`config.mk`:
```
export PLATFORM = sky130hd
export DESIGN_NAME = accum_rmw_ctrl
export DESIGN_NICKNAME = d
export VERILOG_FILES = /design/src/rtl/accum_rmw_ctrl.sv
export SDC_FILE = /design/constraint.sdc
export NUM_CORES = 1
export LEC_CHECK = 0
export CAP_MARGIN = 30
export CORE_MARGIN = 1
export CORE_UTILIZATION = 40
export CTS_CLUSTER_DIAMETER = 120
export CTS_CLUSTER_SIZE = 40
export DETAILED_ROUTE_END_ITERATION = 12
export GPL_ROUTABILITY_DRIVEN = 0
export PLACE_DENSITY_LB_ADDON = 0.15
export SLEW_MARGIN = 20
export SYNTH_ARGS = -nofsm -noshare
export SYNTH_HDL_FRONTEND = slang
export SYNTH_SLANG_ARGS = --single-unit
```
`constraint.sdc`:
```
create_clock -name clk -period 4.66 [get_ports clk]
set_input_delay 0.466 -clock clk [delete_from_list [all_inputs] [get_ports clk]]
set_output_delay 0.466 -clock clk [all_outputs]
set_load 0.01 [all_outputs]
```
`src/rtl/accum_rmw_ctrl.sv`:
```
// accum_rmw_ctrl
//   Read-modify-write controller for the accumulator bank RAM.
//   Every accepted (address, addend) beat runs through three stages:
//     P1  the RAM read is in flight; the beat waits for the old value
//     P2  holds the new sum; the RAM write is issued from here
//     P3  holds the write that was issued last cycle, kept one more cycle
//   One beat can be accepted every cycle. The RAM returns the old value when
//   a read and a write hit the same address on the same edge, so the old value
//   used in P1 is taken from P2 or P3 whenever they hold the same address.
//   A drain streams out every entry in address order and can zero each one.

module accum_rmw_ctrl #(
  parameter int AW             = 6,
  parameter int DW             = 32,
  parameter bit CLEAR_ON_DRAIN = 1'b1
) (
  input  logic          clk,
  input  logic          rst,

  // accumulate beat stream
  input  logic          in_valid,
  output logic          in_ready,
  input  logic [AW-1:0] in_addr,
  input  logic [DW-1:0] in_data,
  input  logic          in_clear,

  // drain control and drained-entry stream
  input  logic          drain_start,
  output logic          drain_busy,
  output logic          drain_done,
  output logic          out_valid,
  output logic [AW-1:0] out_addr,
  output logic [DW-1:0] out_data,

  // RAM write port
  output logic          ram_wr_en,
  output logic          ram_wr_we,
  output logic [AW-1:0] ram_wr_addr,
  output logic [DW-1:0] ram_wr_wdata,

  // RAM read port (data returns one cycle after ram_rd_en)
  output logic          ram_rd_en,
  output logic [AW-1:0] ram_rd_addr,
  input  logic [DW-1:0] ram_rd_rdata
);

  typedef enum logic [1:0] {
    ACCUM      = 2'd0,
    DRAIN_WAIT = 2'd1,
    DRAIN_RUN  = 2'd2
  } state_t;

  state_t state_q;
  state_t state_d;

  // Pipeline stage registers
  logic          p1_valid;
  logic [AW-1:0] p1_addr;
  logic [DW-1:0] p1_data;
  logic          p1_clear;

  logic          p2_valid;
  logic [AW-1:0] p2_addr;
  logic [DW-1:0] p2_data;

  logic          p3_valid;
  logic [AW-1:0] p3_addr;
  logic [DW-1:0] p3_data;

  // Drain address counter and its "all addresses issued" flag
  logic [AW-1:0] cnt;
  logic          drain_issued;

  // Registered drained-entry qualifiers (data comes straight from the RAM)
  logic          out_valid_q;
  logic [AW-1:0] out_addr_q;

  // Internal decodes
  logic          accept;
  logic          drain_rd;
  logic          wr_commit;
  logic          last_out;
  logic [DW-1:0] old_value;
  logic [DW-1:0] sum;

  // The RAM-facing outputs are masked by rst so that a reset arriving in the
  // middle of a drain or an accumulate burst never reaches the RAM.
  assign in_ready  = !rst && (state_q == ACCUM) && !drain_start;
  assign accept    = in_valid && in_ready;
  assign drain_rd  = !rst && (state_q == DRAIN_RUN) && !drain_issued;
  assign wr_commit = !rst && p2_valid;
  assign last_out  = out_valid_q && (out_addr_q == {AW{1'b1}});

  assign drain_busy = !rst && (state_q != ACCUM);
  assign drain_done = !rst && last_out;
  assign out_valid  = !rst && out_valid_q;
  assign out_addr   = out_valid ? out_addr_q : '0;
  assign out_data   = out_valid ? ram_rd_rdata : '0;

  // State register
  // NOTE: clocked blocks use non-blocking (<=) so every register samples the
  // pre-edge value of its neighbours; combinational blocks use blocking (=).
  always_ff @(posedge clk) begin
    if (rst) begin
      state_q <= ACCUM;
    end else begin
      state_q <= state_d;
    end
  end

  // Next-state logic: drain waits for in-flight beats to retire, then runs
  // until the last drained entry has been presented.
  // NOTE: every variable written here gets a default first so no path can
  // leave it unassigned, which would infer a latch.
  always_comb begin
    state_d = state_q;
    unique case (state_q)
      ACCUM: begin
        if (drain_start) begin
          state_d = DRAIN_WAIT;
        end
      end
      DRAIN_WAIT: begin
        if (!p1_valid && !p2_valid) begin
          state_d = DRAIN_RUN;
        end
      end
      DRAIN_RUN: begin
        if (last_out) begin
          state_d = ACCUM;
        end
      end
      default: begin
        state_d = ACCUM;
      end
    endcase
  end

  // Old value for the beat in P1: the two most recent writes are newer than
  // what the RAM returned, and P2 is the newer of the two.
  always_comb begin
    old_value = ram_rd_rdata;
    if (p2_valid && (p2_addr == p1_addr)) begin
      old_value = p2_data;
    end else if (p3_valid && (p3_addr == p1_addr)) begin
      old_value = p3_data;
    end
    sum = p1_clear ? p1_data : (old_value + p1_data);
  end

  // Pipeline valid bits: cleared by reset so no stale beat is ever written.
  always_ff @(posedge clk) begin
    if (rst) begin
      p1_valid <= 1'b0;
      p2_valid <= 1'b0;
      p3_valid <= 1'b0;
    end else begin
      p1_valid <= accept;
      p2_valid <= p1_valid;
      p3_valid <= p2_valid;
    end
  end

  // Pipeline payload: advances only behind its valid bit.
  // NOTE: payload registers carry no reset; they are only ever consumed
  // behind a valid bit that is reset, which keeps the reset tree small.
  always_ff @(posedge clk) begin
    if (accept) begin
      p1_addr  <= in_addr;
      p1_data  <= in_data;
      p1_clear <= in_clear;
    end
    if (p1_valid) begin
      p2_addr <= p1_addr;
      p2_data <= sum;
    end
    if (p2_valid) begin
      p3_addr <= p2_addr;
      p3_data <= p2_data;
    end
  end

  // Drain counter: walks every address once per drain, then parks until the
  // FSM returns to ACCUM.
  always_ff @(posedge clk) begin
    if (rst) begin
      cnt          <= '0;
      drain_issued <= 1'b0;
    end else if (state_q != DRAIN_RUN) begin
      cnt          <= '0;
      drain_issued <= 1'b0;
    end else if (!drain_issued) begin
      if (cnt == {AW{1'b1}}) begin
        drain_issued <= 1'b1;
      end else begin
        cnt <= cnt + 1'b1;
      end
    end
  end

  // Drained-entry qualifiers line up with the RAM read data one cycle later.
  always_ff @(posedge clk) begin
    if (rst) begin
      out_valid_q <= 1'b0;
      out_addr_q  <= '0;
    end else begin
      out_valid_q <= drain_rd;
      out_addr_q  <= cnt;
    end
  end

  // RAM port steering. Drain reads and accumulate reads never overlap, and a
  // drain only starts once P2 is empty, so the write sources never collide.
  always_comb begin
    ram_rd_en    = 1'b0;
    ram_rd_addr  = '0;
    ram_wr_en    = 1'b0;
    ram_wr_we    = 1'b0;
    ram_wr_addr  = '0;
    ram_wr_wdata = '0;

    if (drain_rd) begin
      ram_rd_en   = 1'b1;
      ram_rd_addr = cnt;
      if (CLEAR_ON_DRAIN) begin
        ram_wr_en    = 1'b1;
        ram_wr_we    = 1'b1;
        ram_wr_addr  = cnt;
        ram_wr_wdata = '0;
      end
    end else if (accept) begin
      ram_rd_en   = 1'b1;
      ram_rd_addr = in_addr;
    end

    if (wr_commit) begin
      ram_wr_en    = 1'b1;
      ram_wr_we    = 1'b1;
      ram_wr_addr  = p2_addr;
      ram_wr_wdata = p2_data;
    end
  end

endmodule
```
==> flow_summary.json, run 1 <==
{
  "preCtsSetupSlack_ns": 0.636,
  "syn_nets": 883,
  "grt_usage_pct": 19.9,
  "synth-edff-count": 115,
  "vias": 6167,
  "start_util_pct": 41.3,
  "fmaxAchievable_mhz": 252,
  "grtUsageMet2_pct": 31.6,
  "hpwl_um": 13700,
  "ys_seq_area_share_pct": 49.1,
  "grt_max_degree": 58,
  "clock_latency_ns": 0.44,
  "fin_area_um2": 10300,
  "yosys-top-cells-count": "115 x edfxtp_1, 114 x nand2_1, 73 x and2_1",
  "max-vdd-ir-drop_mv": 0.232,
  "post-cts-setup-buffer-count": 0,
  "routedWlPerCell_um": 16.1,
  "ys_warn_count": 0,
  "fin_worst_skew_ns": 0.0184,
  "fillers": 1756,
  "rr_startpoint": "p1_addr[5]",
  "rsz0062_at_grt": "no",
  "synthFlopType": "edfxtp_1",
  "slew_headroom_pct": 61.2,
  "arrival_ns": 4.14,
  "cts_resized": 0,
  "layout-drive-gt1-share_pct": 5.98,
  "port_buffers": 163,
  "busiest_layer": "met2",
  "maxCapViolations": 0,
  "syn2layout_area_growth_pct": 31.8,
  "clk_pin_slew_worst_paths_ns": 0.07,
  "drtIter0Drc": 421,
  "numCtsBuffers": 17,
  "ys_top_cells_by_area": "edfxtp_1 44%, and2_1 5.9%, nand2_1 5.5%, ha_1 5.5%, dfxtp_1 4.9%",
  "cts_buffer_depth": 2,
  "ys_types": 56,
  "p_leak_nw": 3.66,
  "coreArea_um2": 18900,
  "synth_adder_area_share_pct": 5.71,
  "critPathKind": "reg2reg",
  "start_kind": "register",
  "crit_fanout": 32,
  "post-synth-top-area-cell": "edfxtp_1",
  "final_nets": 1034,
  "fin_tns_setup_ns": 0,
  "synthMuxAreaShare_pct": 5.03,
  "grt_pass1_wl_um": 30800,
  "async_flop_share_pct": 0,
  "first_pass_iters": 5,
  "ctsHoldBuffers": 0,
  "grt_pass1_vias": 5857,
  "synth_seq_cells": 134,
  "synthCells": 773,
  "grt_antenna_before_repair": 0,
  "synth_compound_area_share_pct": 14.8,
  "finalSetupViolCount": 0,
  "die_y_um": 142,
  "required_ns": 4.83,
  "rows": 50,
  "cp-end-kind": "register",
  "use_met1_pct": 27.2,
  "final-hold-violation-count": 0,
  "htree_levels": 4,
  "wirelength_um": 19300,
  "die_w_um": 142,
  "synth_top_family_by_area": "simple AND/OR/NAND/NOR gates",
  "dpl_cell_area_um2": 9720,
  "post_drt_via_cell_ratio": 5.15,
  "synth_simple_gate_area_share_pct": 18.5,
  "dieArea_um2": 20100,
  "hold_path.class": "reg2reg",
  "hp-start": "p2_data[18]",
  "met3_usage_pct": 4.72,
  "cts-root-buf": "clkbuf_16",
  "cts_sinks": 134,
  "io_pins": 164,
  "drc": 0,
  "cp-startpoint": "p1_addr[5]",
  "netlist_area_um2": 7800,
  "outcome": "finished clean",
  "fin_ws_ns": 0.690,
  "grt_overflow": 0,
  "p_per_area_nw_per_um2": 299,
  "worst_pin_slew_ns": 0.582,
  "syn_area_per_cell_um2": 10.1,
  "final_max_slew_viol_count": 0,
  "yosys.area_share.xor_xnor_pct": 4.15,
  "cts_tree": "done",
  "synth_top_area_share_pct": 44.2,
  "finalCritPeriodShare_pct": 85.2,
  "yosysMostFrequentCell": "edfxtp_1",
  "postRouteAntennaNets": 0,
  "diodes": 0,
  "fin_crit_ns": 3.97
}
-- state kept, by name (all words and copies together), names as in the netlist, 2 cells and up --
name	count
p3_addr	6
p2_addr	6
cnt	6
p1_data	32
state_q	2
p1_addr	6
p2_data	32
out_addr_q	6
p3_data	32
-- metrics by stage --
stage | util, % | hold slack [ns] | cells | total power [W]
4_1_cts | 54.5 | 0.469 | 1197 | 0.00311
3_5_place_dp | 51.4 | 0.457 | 1165 | 0.00179
3_3_place_gp | 51.3 | 0.448 | 1164 | 0.00179
6_report | 54.5 | 0.473 | 1197 | 0.00308
2_1_floorplan | - | 0.441 | 773 | 0.00162
5_1_grt | 54.5 | 0.478 | 1197 | 0.00320
-- per-layer routing --
layer / part of all wire, % / vias to the layer above
li1: - / 3109
met2: 45 / 175
met4: 0.92 / 0
met5: 0 / -
met1: 48 / 2870
met3: 5.6 / 13
-- final cells by class --
class	count	area, µm²	share of cell area (%)
clock buffers	17	425	4.13
clock inverters	15	148	1.44
inverters	11	41.3	0.401
multi-input cells	588	3780	36.8
flip-flops and latches	134	3840	37.3
well taps	260	325	3.16
repair buffers	172	1730	16.8
-- cell usage in the layout, fill, tap and decap left out, drive strengths merged, types with 11 or more instances in the layout --
master,Yosys,layout
dfxtp,19,19
o21ai,80,80
xor2,19,19
and2,73,73
nand4,12,12
nor2,36,36
clkbuf,30,17
ha,34,34
xnor2,18,18
a21o,17,17
edfxtp,115,115
clkdlybuf4s50,0,163
nand2,114,114
nor2b,11,11
mux2i,37,37
a21oi,33,33
inv,11,24
-- cells by family after synthesis --
group,count (synthesis)
AOI/OAI and AO/OA,188
xor gates and xnor gates,37
adders and majority gates,35
buffers and inverters,51
DFF,134
muxes,39
and+or+nand+nor,289
-- where the power goes --
part / internal (W) / switching [W] / total, W
combinational: 0.000192 / 0.000208 / 0.000400
sequential: 0.00134 / 0.0000246 / 0.00137
clock: 0.000715 / 0.000596 / 0.00131
total: 0.00225 / 0.000828 / 0.00308
-- worst max-delay path, stage by stage, from the launching register on --
cell and delay (ns):
edfxtp_1 0.43, xnor2_1 0.20, nand4_1 0.17, nor4_4 0.21, buf_12 0.29, mux2i_1 0.21, o21ai_1 0.10, ha_1 0.30
a211oi_1 0.33, o211ai_1 0.18, a31oi_1 0.34, a21oi_1 0.27, a311oi_1 0.43, xor2_1 0.18, o21ai_1 0.07
-- worst paths after layout --
| path | end | slack [ns] | depth (start not counted) |
|---|---|---|---|
| worst max register to register | p2_data[27] | 0.69 | 14 |
| worst min-delay path | p3_data[18] | 0.47 | 0 |
| worst min register to register | p3_data[18] | 0.47 | 0 |
| worst max-delay path | p2_data[27] | 0.69 | 14 |
Note: power is estimated with default switching activity, not from simulation.
==> run 2, diff against run 1 <==
--- a/config.mk
+++ b/config.mk
@@ -6,7 +6,7 @@
 export NUM_CORES = 1
 export LEC_CHECK = 0
 export CAP_MARGIN = 30
-export CORE_MARGIN = 1
+export CORE_MARGIN = 5
 export CORE_UTILIZATION = 40
 export CTS_CLUSTER_DIAMETER = 120
 export CTS_CLUSTER_SIZE = 40
==> run 2 against run 1 <==
  * Setup slack got worse by 0.13 ns
  * Critical path depth grew 1
  * Hold slack worse by 0.0022 ns
  * Sequential share of layout area shrank 0.072 points
  * Routed wire length grew 4.6%
  * Fmax is 3.1% lower
  * Sequential cell count unchanged
  * Utilization fell by 1.1 points
  * Register-to-register slack worse by 0.13 ns
==> flow_summary.json, run 2 (same netlist as run 1, synthesis figures left out) <==
{
  "fin_area_um2": 10300,
  "internal_power_w": 0.00227,
  "hp-start": "p2_data[20]",
  "p_switching_w": 0.000813,
  "clk_pin_slew_worst_paths_ns": 0.07,
  "cp-startpoint": "p1_addr[2]",
  "grt_max_degree": 58,
  "post-cts-setup-buffer-count": 0,
  "fin_ws_ns": 0.565,
  "worstRegToRegCells": 15,
  "slew_headroom_pct": 60.7,
  "routedWlPerCell_um": 16.8,
  "final-hold-violation-count": 0,
  "p_per_area_nw_per_um2": 299,
  "dieArea_um2": 22400,
  "die_w_um": 150,
  "hpwl_um": 14600,
  "preCtsSetupSlack_ns": 0.669,
  "min_to": "p3_data[20]",
  "rrSetupSlack_ns": 0.56,
  "arrival_ns": 4.26,
  "layout_common_cells": "163 x clkdlybuf4s50_1, 115 x edfxtp_1, 114 x nand2_1, 72 x and2_1, 55 x o21ai_1",
  "fin_tns_setup_ns": 0,
  "wirelength_um": 20200,
  "rows": 51,
  "seqPwrFrac_pct": 44.3,
  "final_max_slew_viol_count": 0,
  "htree_levels": 4,
  "vias": 6126,
  "cts-root-buf": "clkbuf_16",
  "required_ns": 4.82,
  "cts_tree": "done",
  "drc": 0,
  "cts_buffer_depth": 2,
  "finalCritPeriodShare_pct": 87.9,
  "p_leak_nw": 3.67,
  "first_pass_iters": 5,
  "drtIter0Drc": 429,
  "worst_pin_slew_ns": 0.587,
  "die_y_um": 150,
  "ctsHoldBuffers": 0,
  "critPathKind": "reg2reg",
  "dpl_cell_area_um2": 9730,
  "cp-end-kind": "register",
  "start_util_pct": 40.4,
  "reg_top3": "p1_data: 32 flops, p2_data: 32 flops, p3_data: 32 flops",
  "numCtsBuffers": 17,
  "outcome": "finished clean",
  "rsz0062_at_grt": "no",
  "start_kind": "register",
  "r2r_end": "p2_data[28]",
  "io_pins": 164,
  "fin_worst_skew_ns": 0.0139,
  "post_drt_via_cell_ratio": 5.09,
  "final_common_cell": "clkdlybuf4s50_1",
  "clock_latency_ns": 0.43,
  "finalSetupViolCount": 0,
  "switching_share_pct": 26.4,
  "coreArea_um2": 19300,
  "grt_pass1_wl_um": 32100,
  "diodes": 0,
  "syn2layout_area_growth_pct": 32.1,
  "rr_startpoint": "p1_addr[2]",
  "crit_fanout": 32,
  "layout-drive-gt1-share_pct": 6.18,
  "p_clk_share_pct": 42.7,
  "grt_overflow": 0,
  "cts_sinks": 134,
  "grt_usage_pct": 18.2,
  "pwr-share-comb_pct": 13.0,
  "maxCapViolations": 0,
  "hold_path.class": "reg2reg",
  "cts_resized": 0,
  "port_buffers": 163,
  "postRouteAntennaNets": 0,
  "max-vdd-ir-drop_mv": 0.238,
  "final_nets": 1036,
  "fin_crit_ns": 4.10,
  "min_path_cells": 0,
  "grt_pass1_vias": 6107,
  "grt_antenna_before_repair": 0,
  "fmaxAchievable_mhz": 244
}
## run 2: cell type report
cell class	count	area, µm²
clock buffers	18	450
multi-input cells	588	3780
clock inverters	14	129
fillers	1756	9030
well taps	265	332
repair buffers	174	1740
flip-flops and latches	134	3840
inverters	11	41.3
## run 2: metal layers
metal  global-route usage, %  share of wire (%)  vias up
met2                    28.6                 45      161
met3                    4.63                5.6       20
met1                    25.1                 48     2829
li1                        -                  -     3116
met5                       0                  0        -
met4                    4.94                1.3        0
## run 2: power by group through the flow
| stage | sequential, W | clock, W | combinational [W] |
|---|---|---|---|
| after floorplan | 0.00139 | 0 | 0.000235 |
| after global placement | 0.00140 | 0 | 0.000392 |
| after detailed placement | 0.00139 | 0 | 0.000399 |
| after CTS | 0.00137 | 0.00135 | 0.000402 |
| after global routing | 0.00137 | 0.00139 | 0.000442 |
| final | 0.00137 | 0.00132 | 0.000400 |
## run 2: stage by stage
stage | std cells | power (W) | utilization (%) | hold slack [ns]
2_1_floorplan | 773 | 0.00162 | - | 0.441
3_5_place_dp | 1172 | 0.00179 | 50.3 | 0.452
6_report | 1204 | 0.00308 | 53.3 | 0.471
3_3_place_gp | 1171 | 0.00179 | 50.2 | 0.446
4_1_cts | 1204 | 0.00311 | 53.3 | 0.471
5_1_grt | 1204 | 0.00321 | 53.3 | 0.482
## run 2: how the worst max path moves through the flow
stage / endpoint / slack, ns
final: p2_data[28] / 0.56
after global routing: p2_data[24] / 0.33
after CTS: p2_data[28] / 0.62
after detailed placement: p2_data[31] / 0.67
after global placement: p2_data[31] / 0.70
after floorplan: p2_data[22] / 0.20
## run 2: worst max-delay path: stages, from the launching register on
cell,delay [ns]
edfxtp_1,0.44
xnor2_1,0.18
nand4_1,0.17
nor4_4,0.22
buf_12,0.30
mux2i_1,0.22
o21ai_1,0.08
ha_1,0.22
inv_1,0.07
fa_1,0.20
nor2b_1,0.07
o2111ai_1,0.28
a21oi_1,0.19
a211oi_2,0.51
o32ai_1,0.19
a311oi_1,0.47
==> run 3, diff against run 2 <==
--- a/config.mk
+++ b/config.mk
@@ -8,7 +8,7 @@
 export CAP_MARGIN = 30
 export CORE_MARGIN = 5
 export CORE_UTILIZATION = 40
-export CTS_CLUSTER_DIAMETER = 120
+export CTS_CLUSTER_DIAMETER = 150
 export CTS_CLUSTER_SIZE = 40
 export DETAILED_ROUTE_END_ITERATION = 12
 export GPL_ROUTABILITY_DRIVEN = 0
==> results of run 3 <==
Final layout, timing and power as in run 2 (identical DEF).
